### src/rtl/par_to_serial.sv
// par_to_serial: parallel-to-serial framer. Sends one BITS-wide word per
// frame, MSB first, with a sync strobe on the first slot and a data flag
// that marks data frames. When no word is offered at a frame boundary, an
// idle pattern (IDLE_WORD) is sent instead so the serial line never gaps.
// Optional build macro PAR_TO_SERIAL_PARITY_EN appends an even-parity slot
// to every frame (data and idle alike).
module par_to_serial #(
  parameter int              BITS      = 8,
  parameter logic [BITS-1:0] IDLE_WORD = BITS'(8'hBC)
) (
  input  logic            clk,
  input  logic            reset,
  input  logic [BITS-1:0] data_in,
  input  logic            valid_in,
  output logic            ready_out,
  output logic            data_out,
  output logic            sync_out,
  output logic            data_flag
);

`ifdef PAR_TO_SERIAL_PARITY_EN
  localparam int F = BITS + 1;
`else
  localparam int F = BITS;
`endif
  localparam int CW = (F > 1) ? $clog2(F) : 1;
  localparam logic [CW-1:0] LAST = CW'(F - 1);

  logic [CW-1:0]   cnt_q, cnt_d;
  logic [BITS-1:0] shreg_q, shreg_d;
  logic            dout_q, dout_d;
  logic            sync_q, sync_d;
  logic            flag_q, flag_d;
  logic [BITS-1:0] word;
`ifdef PAR_TO_SERIAL_PARITY_EN
  logic            par_q, par_d;
`endif

  // The last slot of every frame is the hand-off point for the next word.
  assign ready_out = (cnt_q == LAST) && !reset;
  assign data_out  = dout_q;
  assign sync_out  = sync_q;
  assign data_flag = flag_q;

  // Next-state: load a new frame on the hand-off slot, otherwise shift out.
  always_comb begin
    word    = valid_in ? data_in : IDLE_WORD;
    cnt_d   = cnt_q;
    shreg_d = shreg_q;
    dout_d  = dout_q;
    sync_d  = sync_q;
    flag_d  = flag_q;
`ifdef PAR_TO_SERIAL_PARITY_EN
    par_d   = par_q;
`endif
    if (ready_out) begin
      // MSB goes straight to the output register; the rest waits in shreg.
      cnt_d   = '0;
      dout_d  = word[BITS-1];
      shreg_d = {word[BITS-2:0], 1'b0};
      sync_d  = 1'b1;
      flag_d  = valid_in;
`ifdef PAR_TO_SERIAL_PARITY_EN
      par_d   = ^word;
`endif
    end else begin
      cnt_d  = cnt_q + CW'(1);
      sync_d = 1'b0;
`ifdef PAR_TO_SERIAL_PARITY_EN
      if (cnt_q == CW'(BITS - 1)) begin
        dout_d = par_q;
      end else begin
        dout_d  = shreg_q[BITS-1];
        shreg_d = {shreg_q[BITS-2:0], 1'b0};
      end
`else
      dout_d  = shreg_q[BITS-1];
      shreg_d = {shreg_q[BITS-2:0], 1'b0};
`endif
    end
  end

  // State registers; reset parks the counter on the hand-off slot so the
  // first cycle after release can accept a word immediately.
  always_ff @(posedge clk) begin
    if (reset) begin
      cnt_q   <= LAST;
      shreg_q <= '0;
      dout_q  <= 1'b0;
      sync_q  <= 1'b0;
      flag_q  <= 1'b0;
`ifdef PAR_TO_SERIAL_PARITY_EN
      par_q   <= 1'b0;
`endif
    end else begin
      cnt_q   <= cnt_d;
      shreg_q <= shreg_d;
      dout_q  <= dout_d;
      sync_q  <= sync_d;
      flag_q  <= flag_d;
`ifdef PAR_TO_SERIAL_PARITY_EN
      par_q   <= par_d;
`endif
    end
  end

endmodule

### config.mk
export PLATFORM = sky130hd
export DESIGN_NAME = par_to_serial
export DESIGN_NICKNAME = d
export VERILOG_FILES = /design/src/rtl/par_to_serial.sv
export SDC_FILE = /design/constraint.sdc
export NUM_CORES = 1
export LEC_CHECK = 0
export BUFFER_PORTS_ARGS = -buffer_cell sky130_fd_sc_hd__buf_4
export CAP_MARGIN = 20
export CORE_AREA = 2 2 39 41
export DETAILED_ROUTE_END_ITERATION = 6
export DIE_AREA = 0 0 41 43
export PLACE_DENSITY = 0.65
export SETUP_SLACK_MARGIN = 0.15
export SYNTH_ARGS = -nofsm -noshare
export SYNTH_HDL_FRONTEND = slang
export SYNTH_SLANG_ARGS = --single-unit
### constraint.sdc
create_clock -name clk -period 1.4 [get_ports clk]
set_input_delay 0.28 -clock clk [delete_from_list [all_inputs] [get_ports clk]]
set_output_delay 0.28 -clock clk [all_outputs]
set_load 0.1 [all_outputs]
# Word-level counts from Yosys, hierarchy flattened
# Index checks and enable logic that the tools add are counted.
dict set report totals {
  register_bits 14
  out_inout_bits 4
  input_bits 11
  elab_cells 14
}
dict set report op_classes {
  eq_ne 1
  n_mux 5
  addsub 1
  n_reduce_logical 2
}
# cell n
set op_table {}
lappend op_table {{8-bit two-way mux} 2}
lappend op_table {{3-bit by 1-bit adder with 3-bit output (second input constant)} 1}
lappend op_table {{3-bit equality test (second input constant)} 1}
lappend op_table {{3-bit two-way mux} 1}
lappend op_table {{1-bit two-way mux} 2}
lappend op_table {{1-bit logical AND} 1}
lappend op_table {{1-bit zero test} 1}

# Logic depth before layout (Yosys ltp)
dict set report logic_depth {
  depth_word 3
  mapped_depth 6
  ltp_nobuf 4
}

# Worst setup path before layout
# No wires, ideal clock.
dict set report synth_timing {
  path_kind {reg-to-reg}
  start {register cnt_q[0]}
  end {register shreg_q[1]}
  n_path_buf 1
  path_slack_ns -0.350
  t_arrival_ns 1.633
  required_ns 1.282
  setup_time_ns 0.118
  synth_period_minus_slack_ns 1.750
  stages_incl_launch_ff 6
  path_cell_list {dfxtp_1 -> ha_1 -> ha_1 -> buf_6 -> and2b_1 -> and3_1}
}
dict set report synth_between {
  elab_chain_len 3
}
# item line_no
set synth_rtl {}
lappend synth_rtl {{from (decl)} 29} ;# logic [CW-1:0] cnt_q, cnt_d;
lappend synth_rtl {{from (signal assigned)} 96} ;# cnt_q <= cnt_d;
lappend synth_rtl {{3-bit equality test} 40} ;# assign ready_out = (cnt_q == LAST) && !reset;
lappend synth_rtl {{1-bit logical AND} 40}
lappend synth_rtl {{net ready_out} 15} ;# output logic ready_out,
lappend synth_rtl {{8-bit two-way mux} 56} ;# if (ready_out) begin
lappend synth_rtl {{to (signal assigned)} 97} ;# shreg_q <= shreg_d;
lappend synth_rtl {{to (decl)} 30} ;# logic [BITS-1:0] shreg_q, shreg_d;
# The timed path passes the listed nets, and every way through them passes these cells.
# A chain may end at the register's enable or synchronous reset.

# Worst setup path in the final report
dict set report layout_timing {
  start {register cnt_q[0]}
  end {output port ready_out}
}
dict set report layout_between {
  elab_chain_len 2
}
# item line_no
set layout_rtl {}
lappend layout_rtl {{3-bit equality test} 40}
lappend layout_rtl {{1-bit logical AND} 40}
lappend layout_rtl {{to (decl)} 15}
# No other way between the ends.

==> metrics.yaml <==
finish:
  multi_input_area_um2: 251.5
  n_antenna_cell: 0
  ff_latch_area_um2: 262.8
  drive_gt1_frac: 0.5231
  syn_to_final_growth_pct: 30.59
  final_cell_area_um2: 715.7
  fillers: 138
  nets: 79
  finalCoreUtilization: 0.5172
hold_path:
  min_path_type: "in -> reg"
critical_path:
  criticalPathCategory: "reg -> out"
  cp_data_required_time_ns: 1.12
  end_kind: "primary output"
  worst_setup_path_start_kind: "flop"
  cp_max_fo: 2
  cp.arrival_ns: 1.24
sta:
  worst_slack_ns: -0.1221
  drv_slew: 0
  hold_slack_ns: 0.2433
  maxSlewHeadroom: 0.8143
  timing.fmax_ghz: 0.6570
  worst_pin_slew_ns: 0.2809
  rsz0062_at_grt: "true"
  fin_crit_sh: 1.087
  finalHoldViolCount: 0
  setup_violations: 1
  min_period_ns: 1.522
  finalSetupTns_ns: -0.1221
  clock_skew_ns: 0.01101
global_routing:
  grt_first_pass_wirelength_um: 1587
  use_met1: 0.1809
  met3_usage: 0.05236
  grt_pass1_vias: 346
  grt_max_degree: 19
  overflow: 0
  grt_usage: 0.1355
  grt_use_met2: 0.1781
  busiest_layer: "met1"
  antenna_found_initial: 0
route:
  totalWireLength_um: 897
  ant_nets: 0
  viasPerCell: 4.556
  drtIter0Drc: 5
  vias: 369
  drc: 0
  drtPass1Iterations: 2
  wire_per_inst_um: 11.07
placed_design:
  postPlaceCellArea_um2: 676.9
  io_buffer_count: 14
  hpwl_um: 624.8
  gp_congestion: 0.6212
job:
  maxCapViolCount: 0
die:
  rows: 14
  initial_core_util: 0.3960
  fp.dieH_um: 43
  die_area_mm2: 0.001763
  core_region_area_mm2: 0.001384
  dieWidth_um: 41
  ios: 15
run_status:
  violations: "setup timing"
  status: "complete, but fails checks"
logic_synthesis:
  netlist_area_um2: 548.0
  ys_ff_latch: 13
  seq_area_frac_synth: 0.4749
  synth.net_count: 62
  yosys_warnings: 0
  synth_cell_types: 18
  syn_avg_cell_area_um2: 11.18
  synthCells: 49
power_and_ir_drop:
  peakVddDrop_mv: 0.6072
  power.density_mw_per_mm2: 1547
  leakagePower_nw: 0.3039
  power_mw: 1.107
cts:
  cts_buffers: 3
  max-clock-path-buffers: 2
  clkTransAtPathRegs_ns: 0.08
  htree_levels: 1
  insertion_delay_ns: 0.27
  clock-sinks: 13
  cts_hold_buf: 0
  cts-root-buf: "clkbuf_4"
  cts_tree: "built"
## state kept, by name (all words and copies together), names as in the netlist
register / cells
cnt_q: 3
data_flag: 1
sync_out: 1
shreg_q: 7
data_out: 1
## kinds of logic after synthesis
logic type | share of synthesized area
compound gates | 0.1964
fa+ha+maj | 0.04565
buf+inv | 0.1164
flops | 0.4749
mux | 0.01827
simple gates | 0.1484
## critical path, cell delays in order, from the launching register on
cell and delay (ns):
dfxtp_2 0.34, ha_4 0.16, ha_4 0.15, and2b_4 0.17
buf_12 0.16
## placed cells by master (no fill, tap or decap), drive strengths merged, types with 2 or more instances in the layout
cell type / netlist / routed
clkbuf: 0 / 4
ha: 2 / 2
nor2: 6 / 6
buf: 4 / 16
a21oi: 2 / 2
a311oi: 5 / 5
inv: 6 / 6
dfxtp: 13 / 13
nand3: 2 / 2
nand2b: 2 / 2
## synth_stat cells
| cell type | number | share of area |
|---|---|---|
| dfxtp_1 | 13 | 0.47 |
| nor2b_1 | 1 | 0.011 |
| buf_2 | 2 | 0.018 |
| buf_6 | 1 | 0.021 |
| a311oi_2 | 5 | 0.14 |
| or2_2 | 1 | 0.011 |
| nand2b_1 | 2 | 0.023 |
| inv_1 | 6 | 0.041 |
| a21oi_2 | 2 | 0.032 |
| and2b_1 | 1 | 0.014 |
| o21bai_1 | 1 | 0.014 |
| nor2_1 | 6 | 0.041 |
| buf_12 | 1 | 0.037 |
| and3_1 | 1 | 0.011 |
| ha_1 | 2 | 0.046 |
| mux2i_1 | 1 | 0.018 |
| nand3_2 | 2 | 0.037 |
| a21o_1 | 1 | 0.014 |
## timing repair
| action | CTS | global route |
|---|---|---|
| endpoints found under the setup margin | 3 | 7 |
| buffers inserted | 0 | 0 |
| gates resized for setup | 3 | 0 |
## layer usage
| metal | part of all wire | vias up | wire (µm) |
|---|---|---|---|
| met2 | 0.47 | 10 | 424 |
| met5 | 0 | - | 0 |
| li1 | - | 195 | - |
| met4 | 0.013 | 0 | 12 |
| met3 | 0.055 | 2 | 49 |
| met1 | 0.46 | 162 | 410 |
## report_power, final
part           internal [mW]  total [mW]  switching, mW
Clock                  0.110       0.226          0.116
Sequential             0.433       0.459         0.0260
Combinational          0.163       0.422          0.259
Total                  0.706        1.11          0.401
## final timing paths
check | start | depth (start not counted) | to | slack [ns]
hold / removal | data_in[0] | 2 | shreg_q[1]$_SDFF_PP0_ | 0.24
setup / recovery | cnt_q[0]$_SDFF_PP1_ | 4 | ready_out | -0.12
setup reg to reg | cnt_q[0]$_SDFF_PP1_ | 5 | shreg_q[6]$_SDFF_PP0_ | 0.14
hold reg to reg | cnt_q[0]$_SDFF_PP1_ | 1 | cnt_q[0]$_SDFF_PP1_ | 0.45
## area by class of cell
| class | instances | share of cell area |
|---|---|---|
| clock buffers | 4 | 0.03671 |
| inverters | 6 | 0.03147 |
| multi-input cells | 26 | 0.3514 |
| flip-flops and latches | 13 | 0.3671 |
| well taps | 16 | 0.02797 |
| repair buffers | 16 | 0.1853 |
## through the flow
stage,std cells,setup WS (ns)
floorplan,49,0.07359
global placement,77,0.1312
detailed placement,77,0.1209
CTS,81,-0.1295
global route,81,-0.1640
finish,81,-0.1221
No activity file was read; power rests on OpenSTA's default activity.
